### config.mk
export PLATFORM = sky130hd
export DESIGN_NAME = cpu_state_dumper
export DESIGN_NICKNAME = d
export VERILOG_FILES = /design/src/rtl/cpu_dbg_pkg.sv /design/src/rtl/dump_halt_detect.sv /design/src/rtl/cpu_state_dumper.sv
export SDC_FILE = /design/constraint.sdc
export NUM_CORES = 1
export LEC_CHECK = 0
export BUFFER_PORTS_ARGS = -buffer_cell sky130_fd_sc_hd__buf_2
export CORE_MARGIN = 2
export CORE_UTILIZATION = 46
export CTS_BUF_LIST = sky130_fd_sc_hd__clkbuf_8
export DETAILED_ROUTE_END_ITERATION = 8
export HOLD_SLACK_MARGIN = 0.12
export PLACE_DENSITY = 0.73
export SETUP_SLACK_MARGIN = 0.3
export SLEW_MARGIN = 20
export SYNTH_ARGS = -nofsm -noshare
export SYNTH_HDL_FRONTEND = slang
export SYNTH_SLANG_ARGS = --single-unit
### constraint.sdc
create_clock -name clk_i -period 4.1 [get_ports clk_i]
set_clock_uncertainty 0.1 [all_clocks]
set_input_delay 0.82 -clock clk_i [delete_from_list [all_inputs] [get_ports clk_i]]
set_output_delay 0.82 -clock clk_i [all_outputs]
set_load 0.05 [all_outputs]
### src/rtl/cpu_dbg_pkg.sv
// Shared types for the end-of-run state dumper.
// State encoding and beat source codes.
package cpu_dbg_pkg;

   typedef enum logic [2:0] {
      COUNT,
      SCAN_REG,
      SCAN_MEM,
      SCAN_SUM,
      DONE
   } dump_state_t;

   localparam logic [1:0] SEL_REG = 2'b00;
   localparam logic [1:0] SEL_MEM = 2'b01;
   localparam logic [1:0] SEL_SUM = 2'b10;

endpackage

### src/rtl/dump_halt_detect.sv
// Halt detector: flags a pc that stays unchanged for HALT_WIN counted cycles.
// halt_o is a combinational pulse in the cycle the window fills.
module dump_halt_detect #(
   parameter int HALT_WIN = 8
) (
   input  logic        clk_i,
   input  logic        rst_i,
   input  logic        en_i,
   input  logic [31:0] pc_i,
   output logic        halt_o
);

   localparam int SW = $clog2(HALT_WIN + 1);
   localparam logic [SW-1:0] HIT = SW'(HALT_WIN - 2);
   localparam logic [SW-1:0] ONE = SW'(1);

   logic [31:0]   pc_q;
   logic          seen_q;
   logic [SW-1:0] stall_q;
   logic          same;

   // The first sample after reset has no history to match against.
   assign same   = seen_q && (pc_i == pc_q);
   assign halt_o = en_i && same && (stall_q == HIT);

   always_ff @(posedge clk_i) begin
      if (rst_i) begin
         pc_q    <= '0;
         seen_q  <= 1'b0;
         stall_q <= '0;
      end else if (en_i) begin
         pc_q    <= pc_i;
         seen_q  <= 1'b1;
         stall_q <= same ? stall_q + ONE : '0;
      end
   end

endmodule

### src/rtl/cpu_state_dumper.sv
// End-of-run dumper: counts cycles, then streams regfile and memory words.
// Define DUMP_CHECKSUM_EN to append an XOR checksum beat after the memory scan.
module cpu_state_dumper
   import cpu_dbg_pkg::*;
#(
   parameter int DATA_W    = 32,
   parameter int REG_N     = 32,
   parameter int MEM_N     = 32,
   parameter int IDX_W     = 8,
   parameter int END_COUNT = 250,
   parameter int HALT_WIN  = 8
) (
   input  logic              clk_i,
   input  logic              rst_i,
   input  logic              run_i,
   input  logic [31:0]       pc_i,
   output logic [IDX_W-1:0]  reg_addr_o,
   input  logic [DATA_W-1:0] reg_data_i,
   output logic [IDX_W-1:0]  mem_addr_o,
   input  logic [DATA_W-1:0] mem_data_i,
   output logic              dump_valid_o,
   input  logic              dump_ready_i,
   output logic [1:0]        dump_sel_o,
   output logic [IDX_W-1:0]  dump_idx_o,
   output logic [DATA_W-1:0] dump_data_o,
   output logic [31:0]       cycle_cnt_o,
   output logic              halt_o,
   output logic              done_o
);

   localparam logic [IDX_W:0] REG_LAST = (IDX_W+1)'(REG_N - 1);
   localparam logic [IDX_W:0] MEM_END  = (IDX_W+1)'(MEM_N);
   localparam logic [IDX_W:0] ONE      = (IDX_W+1)'(1);

   dump_state_t    state;
   logic [IDX_W:0] ix;
   logic [31:0]    cnt_inc;
   logic           halt_hit;
   logic           end_hit;
   logic           load;

   dump_halt_detect #(
      .HALT_WIN (HALT_WIN)
   ) u_halt (
      .clk_i  (clk_i),
      .rst_i  (rst_i),
      .en_i   (run_i && (state == COUNT)),
      .pc_i   (pc_i),
      .halt_o (halt_hit)
   );

   assign cnt_inc = (cycle_cnt_o == '1) ? cycle_cnt_o
                                        : cycle_cnt_o + 32'd1;
   assign end_hit = run_i && (state == COUNT)
                 && (cnt_inc == 32'(END_COUNT));
   assign load    = !dump_valid_o || dump_ready_i;

   assign reg_addr_o = (state == SCAN_REG) ? ix[IDX_W-1:0] : '0;
   assign mem_addr_o = (state == SCAN_MEM) ? ix[IDX_W-1:0] : '0;

`ifdef DUMP_CHECKSUM_EN
   logic [DATA_W-1:0] sum_q;

   always_ff @(posedge clk_i) begin
      if (rst_i) begin
         sum_q <= '0;
      end else if (load && state == SCAN_REG) begin
         sum_q <= sum_q ^ reg_data_i;
      end else if (load && state == SCAN_MEM && ix != MEM_END) begin
         sum_q <= sum_q ^ mem_data_i;
      end
   end
`endif

   always_ff @(posedge clk_i) begin
      if (rst_i) begin
         state        <= COUNT;
         ix           <= '0;
         cycle_cnt_o  <= '0;
         halt_o       <= 1'b0;
         done_o       <= 1'b0;
         dump_valid_o <= 1'b0;
         dump_sel_o   <= '0;
         dump_idx_o   <= '0;
         dump_data_o  <= '0;
      end else begin
         unique case (state)
            COUNT: begin
               if (run_i) begin
                  cycle_cnt_o <= cnt_inc;
                  if (end_hit || halt_hit) begin
                     state  <= SCAN_REG;
                     halt_o <= halt_hit;
                     ix     <= '0;
                  end
               end
            end
            SCAN_REG: begin
               if (load) begin
                  dump_valid_o <= 1'b1;
                  dump_sel_o   <= SEL_REG;
                  dump_idx_o   <= ix[IDX_W-1:0];
                  dump_data_o  <= reg_data_i;
                  if (ix == REG_LAST) begin
                     ix    <= '0;
                     state <= SCAN_MEM;
                  end else begin
                     ix <= ix + ONE;
                  end
               end
            end
            SCAN_MEM: begin
               if (load) begin
                  if (ix != MEM_END) begin
                     dump_valid_o <= 1'b1;
                     dump_sel_o   <= SEL_MEM;
                     dump_idx_o   <= ix[IDX_W-1:0];
                     dump_data_o  <= mem_data_i;
                     ix           <= ix + ONE;
                  end else begin
                     // Last memory beat is being accepted here.
`ifdef DUMP_CHECKSUM_EN
                     dump_sel_o  <= SEL_SUM;
                     dump_idx_o  <= '0;
                     dump_data_o <= sum_q;
                     state       <= SCAN_SUM;
`else
                     dump_valid_o <= 1'b0;
                     done_o       <= 1'b1;
                     state        <= DONE;
`endif
                  end
               end
            end
            SCAN_SUM: begin
               if (dump_ready_i) begin
                  dump_valid_o <= 1'b0;
                  done_o       <= 1'b1;
                  state        <= DONE;
               end
            end
            DONE: begin
            end
            default: state <= COUNT;
         endcase
      end
   end

endmodule

* Word level (Yosys, flattened, before mapping)
Cells that the tools add are included.
Widths: inputs -> output; s select.
** Operators by class
- $add $sub $neg :: 3
- Equal/unequal tests :: 18
- Muxes and demuxes :: 40
- Bitwise logic cells :: 1
- Reductions and logical operators :: 20
** Operator list (count)
- $mux 32 :: 4
- $pmux 32 s2 :: 1
- $mux 9 :: 6
- $mux 8 :: 5
- $add 32x1->32 const B :: 1
- $eq 32x32->1 :: 1
- $eq 32x32->1 const B :: 1
- $eq 32x8->1 const B :: 1
- $pmux 9 s3 :: 1
- $mux 3 :: 7
- $pmux 8 s2 :: 1
- $pmux 3 s5 :: 1
- $reduce_and 4->1 :: 3
- $ne 2x2->1 const B :: 5
- $add 9x1->9 const B :: 1
- $eq 9x5->1 const B :: 1
- $ne 9x6->1 const B :: 1
- $reduce_and 8->1 :: 1
- $mux 1 :: 7
- $eq 3x2->1 const B :: 2
- $mux 2 :: 3
- $ne 2x1->1 const B :: 3
- $reduce_and 6->1 :: 1
- $reduce_bool 3->1 :: 2
- other kinds (16) :: 22
** Storage, ports and cells
- Flip-flop bits (word level) :: 126
- Input bits :: 100
- Output and inout bits :: 93
- Word-level logic and storage cells :: 94

* Longest topological paths before layout
Gate-level depths: netlist of run 1.
- Word-level depth :: 8
- Depth in mapped cells :: 12
- Gate-level depth less buffers :: 10

* Hierarchy
A second synthesis of run 1 with hierarchy kept.
** Unflattened totals
- Cell total of the unflattened synthesis :: 743
- Area total of the unflattened synthesis :: 6537.5 sq um
** Modules (own cells, without submodules)
- cpu_state_dumper :: instances 1, cells an instance 566, area an instance 4808.4 sq um, seq. area each 1761.7 sq um
- dump_halt_detect :: instances 1, cells an instance 177, area an instance 1729.2 sq um, seq. area each 740.7 sq um

* Least setup slack after synthesis of run 1
Ideal clock, no wire load.
- Path kind :: register -> register
- Start :: register cycle_cnt_o[0]
- End :: register ix[8]
- Setup time :: 0.084 ns
- Arrival time :: 3.400 ns
- Data required time :: 3.916 ns
- Setup slack :: 0.516 ns
- Stages on the path, launching flop included :: 13
- Path buffers :: 2
- Cells stage by stage :: dfxtp_1 > ha_1 > buf_2 > nand4_1 > or3_1 > a211oi_1 > and3_1 > o2111ai_1 > nor4_2 > a211oi_1 > or3_1 > buf_2 > o31ai_2
** On the way
- Cells in the longest elaborated chain, start to end :: 7
- Elaborated cells on any way between the ends :: 8
** Ends and longest elaborated chain
- start, declared :: RTL line cpu_state_dumper.sv:26 : output logic [31:0] cycle_cnt_o,
- start signal, assigned :: RTL line cpu_state_dumper.sv:90 : cycle_cnt_o <= cnt_inc;
- $add 32x1->32 / $eq 32x32->1 (equally long branches) :: RTL line cpu_state_dumper.sv:53, cpu_state_dumper.sv:52
- $mux 32 * :: RTL line cpu_state_dumper.sv:52 : assign cnt_inc = (cycle_cnt_o == '1) ? cycle_cnt_o
- $eq 32x8->1 * :: RTL line cpu_state_dumper.sv:55 : && (cnt_inc == 32'(END_COUNT));
- $logic_and 1x1->1 * :: RTL line cpu_state_dumper.sv:55
- $logic_or 1x1->1 * :: RTL line cpu_state_dumper.sv:91 : if (end_hit || halt_hit) begin
- $ne 2x1->1 (no line) *
- $reduce_and 6->1 (no line) *
- end signal, assigned :: RTL line cpu_state_dumper.sv:108 : ix <= ix + ONE;
- end signal, assigned :: RTL line cpu_state_dumper.sv:119 : ix <= ix + ONE;
- end, declared :: RTL line cpu_state_dumper.sv:36 : logic [IDX_W:0] ix;
Every way passes the cells marked *; elsewhere a longest branch is shown, timed or not.
A chain may end at the register's enable or synchronous reset.

* Worst setup path after layout of run 1
Ends and elaborated chain as after synthesis.

==> impl_metrics.ini, run 1 <==
[sta]
finalCriticalPeriod_ps = 3520
holdWs_ps = 366
tightest_slew_ps = 713
finalSetupTns_ps = 0
timing.final.crit_share = 0.858
fmax_ghz = 0.284
hold_viol_final = 0
rsz0062_at_grt = no
relSlewSlack = 0.525
setup_viol = 0
drv_slew = 0

[clock_network]
holdBufCountCts = 0
cts-buffers-inserted = 17
htreeDepth = 4
clock-sinks = 125
cts_tree = done
insertion_delay_ps = 440
cts_buffer_depth = 2
clk_pin_slew_worst_paths_ps = 70
root_buffer = clkbuf_8

[floorplanning]
die-area_sq_um = 14800
fp.dieW_um = 122
die_h_um = 122
pin_count = 193
fp-row-count = 42
fp.coreArea_sq_um = 13400
start_util = 0.475

[final_layout]
syn2layout_area_growth_pct = 24.2
final_util = 0.590
multi_input_area_sq_um = 3670
fin_cells = 1138
nets = 1054
regArea_sq_um = 2500
drive_above_1_share = 0.253
diodes = 0
fill_cells = 1270

[status]
status = finished clean

[setup_path]
critPathTopFamily = simple AND/OR/NAND/NOR gates
crit_slowest_cell = or3_1
required_ps = 4360
cp_num_buf_inv = 0
crit_chain = ha_2, nand4_1, or3_1, nor4_4, a31o_1, o2111ai_1, nor4_2, a211oi_1, or3_1, o31ai_2
arrival_ps = 3770
end_kind = flop
path_max_fanout = 10
slowest_delay_ps = 510
worstSetupPathType = flop to flop
cp-start-kind = flop
critical_path.most_common_cell = or3_1

[global_route]
overflow = 0
grt_max_degree = 73
antenna_found_initial = 0
grt_pass1_wl_um = 26100
grt_pass1_vias = 5416
track_usage = 0.220

[synthesis]
syn_area_sq_um = 6370
ys_ff_latch = 125
synth.largest_area_cell = dfxtp_1
synth-simple-area-share = 0.266
synth_area_leaders = dfxtp_1 39%, mux2i_1 6.8%, nor2_1 6.1%
synth_most_common_cell = dfxtp_1
synth-compound-area-share = 0.133
synthFlopType = dfxtp_1
synth_cell_type_count = 54
synth_commonest_cells = 125 x dfxtp_1, 103 x nor2_1, 96 x nand2_1, 55 x a21oi_1, 44 x xnor2_1
yosys_warnings = 0
ys_seq_area_frac = 0.393
async_flop_share = 0
synth_xor_xnor_area_share = 0.0908
synthMuxAreaShare = 0.0676
synth_top_family_by_area = simple AND/OR/NAND/NOR gates
synth-edff-count = 0
synth_area_per_cell_sq_um = 8.12
netlist.area_leader.share = 0.393
synthAdderAreaFrac = 0.0114
synth_nets = 889
netlist_instances = 784

[placed_design]
place_congestion = 0.877
dpl.hpwl_um = 11700
dp.cells = 1106
numPortBuffers = 191

[hold_path]
hp-class = flop to flop

[flow_run]
max-cap-violations = 0

[power_and_ir_drop]
powerDensity_nw_per_um2 = 340
ir_worst_vdd_mv = 0.270
p_leak_uw = 0.00320

[route]
drtIter0Drc = 454
dr.pass1.iters = 6
drc_errors = 0
postRouteWirelength_um = 16400
wire_per_inst_um = 14.4
antenna_left = 0
vias_per_cell = 5.38
vias = 6121
[where the power goes]
group | total [uW] | switching [uW] | internal (uW)
logic | 180 | 98.3 | 82.1
clock network | 1260 | 467 | 796
registers | 1250 | 15.0 | 1230
total | 2690 | 581 | 2110
[cell families (layout without fill, tap and decap cells)]
kind of cell | Yosys count | count (layout)
buf+inv | 60 | 238
flops | 125 | 125
fa+ha+maj | 6 | 6
simple gates | 348 | 348
mux | 43 | 43
xor+xnor | 66 | 66
other cells | 1 | 1
compound gates | 135 | 135
[final timing paths]
kind	from	endpoint	slack (ps)	cells after the start
worst max-delay path	cycle_cnt_o[0]	ix[8]	580	10
worst min-delay path	u_halt.pc_q[16]	u_halt.pc_q[16]	370	2
worst max register to register	cycle_cnt_o[0]	ix[8]	580	10
worst min register to register	u_halt.pc_q[16]	u_halt.pc_q[16]	370	2
[cells in the final DEF (no fill, tap or decap), types with 3 or more instances in the layout]
cell	instances
o21ai_1	6
xor2_1	22
a211oi_1	35
nand2b_1	7
or3_1	10
nor3b_1	3
or2_2	3
dfxtp_1	125
or4b_1	3
and2_1	16
inv_1	10
mux2i_1	43
nor3_1	15
clkbuf_8	22
and3_1	11
nand2_1	96
o31ai_1	3
buf_2	190
o21ai_0	14
nor4_1	11
nor2_1	102
nor2b_1	9
buf_4	11
and4_1	5
a21oi_1	55
xnor2_1	44
nand4_1	22
ha_1	4
bufinv_16	5
nand3_1	23
[tightest hold or removal path: stages (launching register included)]
cell	delay (ps)
dfxtp_1	320
nand2_1	50
a21oi_1	50
[per-layer routing]
| metal | vias to the layer above | global-route usage | part of all wire |
|---|---|---|---|
| li1 | 3062 | - | - |
| met1 | 2807 | 0.282 | 0.43 |
| met2 | 233 | 0.364 | 0.47 |
| met3 | 19 | 0.0571 | 0.082 |
| met4 | 0 | 0.0704 | 0.012 |
| met5 | - | 0 | 0 |
[registers in the layout (all words and copies together) (netlist names)]
name and count:
cycle_cnt_o 32, done_o 1, dump_data_o 32, dump_idx_o 8
dump_sel_o 1, dump_valid_o 1, halt_o 1, ix 9
state 3, u_halt.pc_q 32, u_halt.seen_q 1, u_halt.stall_q 4
[per-stage QoR]
stage / power [uW] / worst slack, ps / instance area, sq um
final: 2690 / 582 / 7910
after detailed placement: 1460 / 487 / 7420
after global routing: 2790 / 303 / 7910
after global placement: 1450 / 559 / 7420
after CTS: 2720 / 412 / 7890
after floorplan: 1380 / 516 / 6370
[cell type report]
type,instances,area share
Sequential cell,125,0.316
Inverter,5,0.00237
Clock buffer,22,0.0383
Clock inverter,10,0.0213
Timing Repair Buffer,201,0.131
Multi-Input combinational cell,599,0.463
Tap cell,176,0.0278
[timing repair]
action	CTS	global route
endpoints found under the setup margin	0	9
resized for setup	0	4
buffers inserted	0	0
Power figures use the tool's default switching activity.
==> run 2, diff against run 1 <==
==> constraint.sdc (replaced) <==
create_clock -name clk_i -period 4.1 [get_ports clk_i]
set_clock_uncertainty 0.1 [all_clocks]
set_input_delay 0.82 -clock clk_i [delete_from_list [all_inputs] [get_ports clk_i]]
set_output_delay 0.82 -clock clk_i [all_outputs]
set_load 0.1 [all_outputs]
==> run 2 against run 1 <==
  * Critical path depth stayed put
  * Final area is 1.3% lower
  * Sequential power hardly changed
  * Global-route usage is 0.41 points lower
  * Utilization is 0.75 points lower
  * Register-to-register slack worse by 50 ps
  * Setup slack worse by 47 ps
  * Combinational power is 4% higher
  * Non-clock buffer count is 1 lower
  * First-iteration DRC count is 22% lower
  * Critical path type unchanged
==> impl_metrics.ini, run 2 (same netlist as run 1, synthesis figures left out) <==
[sta]
finalSetupTns_ps = 0
tightest_slew_ps = 728
fmax_ghz = 0.281
drv_slew = 0
finalCriticalPeriod_ps = 3560
setup_viol = 0
relSlewSlack = 0.515
timing.final.crit_share = 0.869
rsz0062_at_grt = no
setup_ws_ps = 536
hold_viol_final = 0

[placed_design]
dp.cells = 1105
numPortBuffers = 191
dp_worst_setup_slack_ps = 438
place_congestion = 0.903
dpl.hpwl_um = 11500
placed_area_sq_um = 7410

[setup_path]
startpoint = cycle_cnt_o[0]
slowest_delay_ps = 510
arrival_ps = 3800
end_kind = flop
crit_slowest_cell = or3_1
rr_startpoint = cycle_cnt_o[0]
cp-start-kind = flop
required_ps = 4340
crit_chain = ha_2, nand4_1, or3_1, a211oi_1, and3_1, o2111ai_1, nor4_2, a211oi_1, or3_1, o31ai_1
worstSetupPathType = flop to flop
path_max_fanout = 10

[power_and_ir_drop]
p_leak_uw = 0.00315
clkPwrFrac = 0.422
ir_worst_vdd_mv = 0.207
powerDensity_nw_per_um2 = 319
power_switching_uw = 578
combPwrFrac = 0.076
p_int_uw = 1910
power_switching_share = 0.232
seqPwrFrac = 0.502

[route]
drtIter0Drc = 353
postRouteWirelength_um = 16200
antenna_left = 0
wire_per_inst_um = 14.3
vias = 6077
vias_per_cell = 5.36
dr.pass1.iters = 5
drc_errors = 0

[floorplanning]
die-area_sq_um = 14800
fp-row-count = 42
die_h_um = 122
fp.coreArea_sq_um = 13400
fp.dieW_um = 122
start_util = 0.475
pin_count = 193

[clock_network]
postCtsSetupRepairBufs = 0
cts_tree = done
cts-buffers-inserted = 17
root_buffer = clkbuf_8
clock-sinks = 125
htreeDepth = 4
cts_resized = 0
holdBufCountCts = 0
cts_buffer_depth = 2
insertion_delay_ps = 430
clk_pin_slew_worst_paths_ps = 70

[global_route]
overflow = 0
grt_max_degree = 73
antenna_found_initial = 0
track_usage = 0.216
grt_pass1_wl_um = 25800
grt_pass1_vias = 5374

[final_layout]
layout_common_cells = 190 x buf_2, 120 x dfxtp_1, 102 x nor2_1
reg_top3 = cycle_cnt_o x32, dump_data_o x32, u_halt.pc_q x32
fin_cells = 1134
layout_commonest_cell = buf_2
final_util = 0.583
diodes = 0
finish.instance_area_sq_um = 7810
nets = 1053
drive_above_1_share = 0.256
syn2layout_area_growth_pct = 22.7

[hold_path]
hp-class = flop to flop
hold_start = done_o

[flow_run]
max-cap-violations = 0

[status]
status = finished clean
run 2: cell types whose count changed in the layout (fill, tap and decap cells not counted):
cell	before	now
dfxtp_2	0	5
clkbuf_8	22	18
inv_1	10	8
a211oi_1	35	36
bufinv_16	5	3
dfxtp_1	125	120
clkinv_2	0	4
a211oi_2	1	0
clkinv_4	0	1
buf_4	11	10
run 2: cell type report:
type,instances,area [sq um]
well taps,176,220
fillers,1277,5590
clock inverters,11,130
inverters,5,18.8
repair buffers,200,1030
flip-flops and latches,125,2510
multi-input cells,599,3660
clock buffers,18,248
run 2: final timing paths:
check                end  slack, ps  depth (start not counted)
setup / recovery   ix[7]        540                         10
hold / removal    done_o        370                          2
setup reg to reg   ix[7]        540                         10
hold reg to reg   done_o        370                          2
run 2: per-stage QoR:
stage | total power (uW) | hold slack, ps
2_1_floorplan | 1390 | 340
3_3_place_gp | 1460 | 345
3_5_place_dp | 1470 | 357
4_1_cts | 2530 | 369
5_1_grt | 2600 | 384
6_report | 2490 | 366
run 2: metal layers:
layer | track usage | wire length, um | vias up
li1 | - | - | 3070
met1 | 0.276 | 7180 | 2761
met2 | 0.351 | 7420 | 215
met3 | 0.0590 | 1260 | 31
met4 | 0.0769 | 308 | 0
met5 | 0 | 0 | -
run 2: critical path, delay by kind of cell (launching register included):
family,cells,cell delay (ps)
AO/OA/AOI/OAI,4,910
adder cells (fa/ha/maj),1,290
flip-flops,1,390
AND/OR/NAND/NOR,5,1790
run 2: power by group through the flow:
stage                     Sequential [uW]  Clock, uW  Combinational, uW
after floorplan                      1290          0               98.9
after global placement               1280          0                188
after detailed placement             1280          0                189
after CTS                            1250       1090                190
after global routing                 1250       1140                208
final                                1250       1050                188
==> run 3, diff against run 2 <==
--- a/config.mk
+++ b/config.mk
@@ -12,6 +12,7 @@
 export DETAILED_ROUTE_END_ITERATION = 8
 export HOLD_SLACK_MARGIN = 0.12
 export PLACE_DENSITY = 0.73
+export RECOVER_POWER = 50
 export SETUP_SLACK_MARGIN = 0.3
 export SLEW_MARGIN = 20
 export SYNTH_ARGS = -nofsm -noshare
==> run 3 against run 2 <==
  * Die area unchanged
  * Sequential share of layout area increased by 0.42 points
  * Clock-buffer cell count did not move
  * Critical path type unchanged
  * Power decreased by 0.12%
  * Critical endpoint unchanged
  * Setup slack worse by 16 ps
  * First-iteration DRC count increased by 2.8%
  * Register-to-register slack lost 20 ps
  * Fmax decreased by 0.45%
  * Final area is 1.3% lower
==> impl_metrics.ini, run 3 (same netlist as run 1, synthesis figures left out) <==
[setup_path]
arrival_ps = 3820
path_max_fanout = 10
cp-start-kind = flop
worstSetupPathType = flop to flop
required_ps = 4340
end_kind = flop

[final_layout]
layout_common_cells = 124 x buf_2, 120 x dfxtp_1, 103 x nor2_1
layout_commonest_cell = buf_2
final_util = 0.576
reg_top3 = cycle_cnt_o x32, dump_data_o x32, u_halt.pc_q x32
diodes = 0
fill_cells = 1312
drive_above_1_share = 0.184
syn2layout_area_growth_pct = 21.1
nets = 1053

[clock_network]
htreeDepth = 4
postCtsSetupRepairBufs = 0
clk_pin_slew_worst_paths_ps = 70
holdBufCountCts = 0
cts_buffer_depth = 2
clock-sinks = 125
insertion_delay_ps = 430
root_buffer = clkbuf_8
cts_tree = done
cts-buffers-inserted = 17

[route]
drc_errors = 0
wire_per_inst_um = 14.3
antenna_left = 0
postRouteWirelength_um = 16200
vias_per_cell = 5.37
drtIter0Drc = 363
vias = 6085
dr.pass1.iters = 5

[global_route]
grt_pass1_wl_um = 25800
overflow = 0
grt_pass1_vias = 5374
antenna_found_initial = 0
track_usage = 0.216
grt_max_degree = 73

[sta]
holdWs_ps = 367
tightest_slew_ps = 1260
finalSetupTns_ps = 0
hold_viol_final = 0
finalCriticalPeriod_ps = 3580
relSlewSlack = 0.166
setup_viol = 0
rsz0062_at_grt = no
drv_slew = 0
timing.final.crit_share = 0.873
fmax_ghz = 0.279

[flow_run]
max-cap-violations = 0

[floorplanning]
fp.coreArea_sq_um = 13400
fp.dieW_um = 122
die-area_sq_um = 14800
start_util = 0.475
die_h_um = 122
pin_count = 193
fp-row-count = 42

[power_and_ir_drop]
ir_worst_vdd_mv = 0.207
p_leak_uw = 0.00285
powerDensity_nw_per_um2 = 323

[placed_design]
place_congestion = 0.903
numPortBuffers = 191
dpl.hpwl_um = 11500

[hold_path]
hp-class = flop to flop

[status]
status = finished clean
-- run 3: cell types whose count changed in the layout (fill, tap and decap cells not counted) --
cell / before / now
buf_2: 190 / 124
buf_4: 10 / 9
clkbuf_1: 0 / 67
nor2_1: 102 / 103
nor2_4: 1 / 0
nor4b_1: 1 / 2
nor4b_2: 1 / 0
-- run 3: layout make-up --
| class | instances | area (sq um) | area share |
|---|---|---|---|
| clock buffers | 18 | 248 | 0.0321 |
| clock inverters | 11 | 130 | 0.0169 |
| inverters | 5 | 18.8 | 0.00243 |
| multi-input cells | 599 | 3650 | 0.473 |
| flip-flops and latches | 125 | 2510 | 0.325 |
| well taps | 176 | 220 | 0.0286 |
| repair buffers | 200 | 940 | 0.122 |
-- run 3: final timing paths --
path / endpoint / startpoint / slack (ps) / depth (start not counted)
min reg2reg: u_halt.pc_q[26] / u_halt.pc_q[26] / 370 / 2
max reg2reg: ix[7] / cycle_cnt_o[0] / 520 / 10
max: ix[7] / cycle_cnt_o[0] / 520 / 10
min: u_halt.pc_q[26] / u_halt.pc_q[26] / 370 / 2
-- run 3: report_power, final --
| part | internal, uW | switching (uW) | total, uW |
|---|---|---|---|
| clock | 596 | 454 | 1050 |
| combinational | 80.5 | 107 | 187 |
| sequential | 1240 | 15.1 | 1250 |
| total | 1910 | 576 | 2490 |
-- run 3: worst max-delay path: stages, from the launching register on --
cell and delay (ps):
dfxtp_2 390, ha_2 290, nand4_1 210, or3_1 510, a211oi_1 390, and3_1 230
o2111ai_1 130, nor4_2 390, a211oi_1 160, or3_1 460, o31ai_1 240
-- run 3: routing by layer --
metal	vias to the layer above	GRT usage	routed length, um
met1	2755	0.276	7160
met4	0	0.0769	306
met3	30	0.0590	1280
met5	-	0	0
li1	3065	-	-
met2	235	0.351	7470
-- run 3: repair_timing --
item                                    4_1_cts  5_1_grt
resized for setup                             0        3
endpoints found under the hold margin         0        0
endpoints found under the setup margin        0        3
-- run 3: stage by stage --
step | cell area, sq um | instances | total power, uW | worst slack, ps
floorplan | 6370 | 784 | 1390 | 306
global placement | 7410 | 1105 | 1460 | 498
detailed placement | 7410 | 1105 | 1470 | 438
CTS | 7790 | 1134 | 2530 | 550
global route | 7710 | 1134 | 2600 | 272
finish | 7710 | 1134 | 2490 | 519
